==> config.mk <==
export PLATFORM = sky130hd
export DESIGN_NAME = dm_access_ctrl
export DESIGN_NICKNAME = d
export VERILOG_FILES = /design/src/rtl/dm_access_ctrl.sv
export SDC_FILE = /design/constraint.sdc
export NUM_CORES = 1
export LEC_CHECK = 0
export CAP_MARGIN = 20
export CORE_MARGIN = 8
export CORE_UTILIZATION = 44
export DETAILED_ROUTE_END_ITERATION = 8
export PLACE_DENSITY = 0.86
export SLEW_MARGIN = 0
export SYNTH_ARGS = -nofsm -noshare
export SYNTH_HDL_FRONTEND = slang
export SYNTH_SLANG_ARGS = --single-unit
==> constraint.sdc <==
create_clock -name clk -period 8.1 [get_ports clk]
set_input_delay 1.62 -clock clk [delete_from_list [all_inputs] [get_ports clk]]
set_output_delay 1.62 -clock clk [all_outputs]
set_load 0.01 [all_outputs]
==> src/rtl/dm_access_ctrl.sv <==
// Data-memory access controller: turns one M-stage load/store into a single
// held memory request, stalling the pipeline until ack or a wait-cycle timeout.
module dm_access_ctrl #(
    parameter int TIMEOUT = 255
) (
    input  logic        clk,
    input  logic        reset,
    input  logic        req_valid,
    input  logic        req_we,
    input  logic [31:0] req_addr,
    input  logic [3:0]  req_byteen,
    input  logic [31:0] req_wdata,
    output logic        stall,
    output logic        rd_valid,
    output logic [31:0] rd_data,
    output logic        err,
    output logic        mem_req,
    output logic        mem_we,
    output logic [31:0] mem_addr,
    output logic [3:0]  mem_byteen,
    output logic [31:0] mem_wdata,
    input  logic        mem_ack,
    input  logic [31:0] mem_rdata
);

    typedef enum logic [1:0] {IDLE, WAIT, DONE} state_t;

    // Last counter value tolerated before the timeout fires (counter starts at 0).
    localparam logic [7:0] WAIT_LAST = 8'(TIMEOUT - 1);

    state_t      state_reg, state_next;
    logic [7:0]  wait_cnt_reg, wait_cnt_next;
    logic [31:0] rd_data_reg, rd_data_next;
    logic        err_reg, err_next;
    logic        we_reg;
    logic [29:0] addr_reg;
    logic [3:0]  byteen_reg;
    logic [31:0] wdata_reg;
    logic        live;
    logic        latch_en;
    logic        in_wait;
    logic        unused_addr_bits;

    // A store with no lanes enabled is a no-op and must not touch memory.
    assign live = req_valid && !(req_we && (req_byteen == 4'b0000));

    always_comb begin
        state_next    = state_reg;
        wait_cnt_next = wait_cnt_reg;
        rd_data_next  = rd_data_reg;
        err_next      = err_reg;
        latch_en      = 1'b0;
        unique case (state_reg)
            IDLE: begin
                if (live) begin
                    latch_en      = 1'b1;
                    wait_cnt_next = 8'd0;
                    err_next      = 1'b0;
                    rd_data_next  = 32'd0;
                    state_next    = WAIT;
                end
            end
            WAIT: begin
                // Ack takes priority over a timeout landing in the same cycle.
                if (mem_ack) begin
                    rd_data_next = we_reg ? 32'd0 : mem_rdata;
                    err_next     = 1'b0;
                    state_next   = DONE;
                end else if (wait_cnt_reg == WAIT_LAST) begin
                    rd_data_next = 32'd0;
                    err_next     = 1'b1;
                    state_next   = DONE;
                end else begin
                    wait_cnt_next = wait_cnt_reg + 8'd1;
                end
            end
            DONE: begin
                // The request is still presented here; it is deliberately not reissued.
                state_next = IDLE;
            end
            default: state_next = IDLE;
        endcase
    end

    always_ff @(posedge clk or posedge reset) begin
        if (reset) begin
            state_reg    <= IDLE;
            wait_cnt_reg <= 8'd0;
            rd_data_reg  <= 32'd0;
            err_reg      <= 1'b0;
            we_reg       <= 1'b0;
            addr_reg     <= 30'd0;
            byteen_reg   <= 4'b0000;
            wdata_reg    <= 32'd0;
        end else begin
            state_reg    <= state_next;
            wait_cnt_reg <= wait_cnt_next;
            rd_data_reg  <= rd_data_next;
            err_reg      <= err_next;
            if (latch_en) begin
                we_reg     <= req_we;
                addr_reg   <= req_addr[31:2];
                byteen_reg <= req_we ? req_byteen : 4'b0000;
                wdata_reg  <= req_wdata;
            end
        end
    end

    assign in_wait = (state_reg == WAIT);

    // Stall is combinational in IDLE so the issuing instruction freezes the same cycle.
    assign stall    = !reset && ((state_reg == IDLE && live) || in_wait);
    assign rd_valid = (state_reg == DONE);
    assign err      = (state_reg == DONE) && err_reg;
    assign rd_data  = rd_data_reg;

    assign mem_req   = in_wait;
    assign mem_we    = in_wait && we_reg;
    assign mem_addr  = {addr_reg, 2'b00};
    assign mem_wdata = wdata_reg;

    generate
        for (genvar gi = 0; gi < 4; gi++) begin : g_lane
            assign mem_byteen[gi] = in_wait && byteen_reg[gi];
        end
    endgenerate

    // Sub-word offset is expressed only through the byte enables.
    assign unused_addr_bits = ^req_addr[1:0];

endmodule

==> summary.txt <==
Cells and area
  • Commonest cells after routing, fill and taps aside: clkdlybuf4s50_1 (205), nand2_1 (201), dfrtp_1 (110)
  • Commonest non-fill, non-tap cell in the layout: clkdlybuf4s50_1
  • Nets: 731
  • Final cell count without fillers: 761
  • Ant. Diodes: 0
  • Share of cells above drive strength 1: 0.03662
  • Area Overhead vs Synth: 54.15%

Routing
  • Routed via count: 3688
  • ANT nets after route: 0
  • Residual DRC count: 0
  • Iteration-0 DRC Markers: 236
  • Final WL: 12660 um
  • First-pass detailed-route iteration total: 4
  • Routed len/inst: 16.64 um
  • Number of vias per cell: 4.846

Yosys
  • Cell taking the most area after synthesis: dfrtp_1
  • Synth top area cells: dfrtp_1 (64%), nand2_1 (18%), a22o_1 (6.5%)
  • Register area share after synthesis: 0.6388
  • Synth warnings: 0
  • Syn Area/Cell: 10.04 sq um
  • Synth Cell Area: 0.004309 sq mm
  • Area fraction of the dominant cell type after synthesis: 0.6388
  • Seq cells post-synth: 110
  • Syn Inst Count: 429
  • Yosys cell types: 31

CTS
  • CTS Buf Count: 9
  • CTS sink cnt: 110
  • Post-CTS sizing: 0
  • Postcts setup bufs: 0
  • Reg clk slew, reported paths: 90 ps
  • CTS Hold Bufs: 0
  • CTS tree: built
  • Clock Path Buffers: 2
  • CTS Root Cell: clkbuf_8
  • Skew-Pair Late Insertion Delay: 360 ps
  • H-Tree Depth: 3

Critical path
  • Crit. End Element: output port
  • Sequence of cells on the critical path: clkdlybuf4s50_1 > nor3b_1 > o21ai_4 > a21oi_1 > clkdlybuf4s50_1
  • Most common cell on crit path: clkdlybuf4s50_1
  • WS Path Type: input port to output port
  • CP max stage cell: nor3b_1
  • Crit-path max FO: 4
  • Startpoint class of the critical path: input port
  • CP arrival: 3500 ps
  • Largest stage delay on the critical path: 580 ps
  • Required time of the critical path: 6480 ps

Floorplanning
  • Placeable Area: 0.009639 sq mm
  • Ports: 210
  • Effective utilization at floorplan: 0.4470
  • Die ar.: 0.01322 sq mm
  • Die Y: 115.0 um
  • Row count: 36
  • Die width: 115.0 um

Timing
  • Clock Skews: 6.032 ps
  • Fmax: 195.3 MHz
  • Total Neg Setup Slack: 0 ps
  • Hold Vio Cnt, Final: 0
  • Tcrit/Tclk final: 0.6322
  • Max-slew violations: 0
  • Min Tclk post-route: 5121 ps
  • Final setup viols: 0
  • Relative slew margins: 0.4209
  • Worst slew pin tran: 868.7 ps
  • RSZ-0062 raised after global routing: no

Place
  • # port buffers: 205
  • Post-Place Cells: 746
  • Post-DP HPWL: 9439 um
  • GPL Wtd Cong: 0.7823

Global route
  • Global-route wire length before repair: 19630 um
  • Vias in the first global route: 3737
  • Largest net degree at the start of global routing: 75
  • Total Routing Usage GR: 0.1911
  • Grt total ovfl: 0
  • Antenna violations before repair: 0

Power
  • Max rail drop VDD: 0.0001551 V
  • Power per cell area: 307.4 mW/mm^2
  • Static power due to leakage: 3.166 nW

Flow run
  • Total of max-cap violations: 0

Worst hold path
  • Hold Crit Class: flip-flop to flip-flop

Status
  • Status: finished, final reports clean
==> layout make-up <==
cell class                 instances  area [sq um]
clock buffer                      12         155.1
clock inverter                     3         43.79
fill                             761          2997
inverter                           6         25.02
multi-input combinational        288          1418
sequential                       110          2753
tap                              133         166.4
timing repair buffer             209          2082
==> routing by layer <==
metal	share of wire	wire, um	global-route usage	vias to the layer above
met4	0.012	157	0.07093	0
met2	0.48	6015	0.3149	155
li1	-	-	-	1770
met1	0.42	5271	0.2233	1753
met5	0	0	0	-
met3	0.096	1219	0.07090	10
==> Yosys cell counts <==
master,n
a211o_1,2
a21o_1,3
a21oi_1,1
a21oi_4,1
a22o_1,32
and2_1,8
buf_2,8
buf_4,2
buf_6,3
clkbuf_1,13
conb_1,1
dfrtp_1,110
ha_1,2
inv_1,6
mux2i_1,1
nand2_1,201
nand2b_1,1
nand3_1,6
nand4_1,1
nor2_1,2
nor2b_1,1
nor3_1,4
nor3b_1,2
o211ai_1,3
o21a_1,1
o21ai_0,7
o21ai_1,1
o22a_1,1
o2bb2ai_1,2
o41ai_1,1
or4_1,2
==> path summary, 6_finish.rpt <==
path	startpoint	to	slack [ps]	cells past startpoint
max	req_valid	stall	2980	5
min	byteen_reg[3]$_DFFE_PP0P_	byteen_reg[3]$_DFFE_PP0P_	480	2
max reg2reg	state_reg[1]$_DFFE_PP0P_	wait_cnt_reg[4]$_DFFE_PP0P_	5880	5
min reg2reg	byteen_reg[3]$_DFFE_PP0P_	byteen_reg[3]$_DFFE_PP0P_	480	2
max in group asynchronous	reset	rd_data[13]$_DFFE_PP0P_	5160	3
min in group asynchronous	reset	byteen_reg[3]$_DFFE_PP0P_	1670	2
==> power by group <==
group	leakage [nW]	total, mW	switching [mW]	internal [mW]
Clock	0.102	0.335	0.176	0.159
Sequential	1.41	0.860	0.114	0.746
Combinational	1.65	0.847	0.383	0.464
Total	3.17	2.04	0.673	1.37
==> cells by family (layout without fill, tap and decap cells) <==
logic type	count (synthesis)	in the layout	share of synthesized area
AOI/OAI and AO/OA	55	55	0.1037
adders and majority gates	2	2	0.005806
buffers and inverters	32	230	0.03717
DFF	110	110	0.6388
muxes	1	1	0.002323
other	1	2	0.0008702
and+or+nand+nor	228	228	0.2114
==> critical path: cells and delay by family <==
| kind | cells | cell delay (ps) |
|---|---|---|
| compound gates | 2 | 260 |
| buf+inv | 2 | 1050 |
| simple gates | 1 | 580 |
==> per-stage QoR <==
stage | power [mW] | setup slack [ps] | cell area, sq um | utilization | hold slack, ps
detailed placement | 1.731 | 2963 | 6444 | 0.6685 | 456.5
global placement | 1.697 | 2974 | 6444 | 0.6685 | 444.6
CTS | 2.072 | 2957 | 6643 | 0.6891 | 478.2
finish | 2.042 | 2979 | 6643 | 0.6891 | 476.2
global route | 2.172 | 2864 | 6643 | 0.6891 | 505.6
floorplan | 1.214 | 3578 | 4313 | - | 430.4
Power figures use the tool's default switching activity.
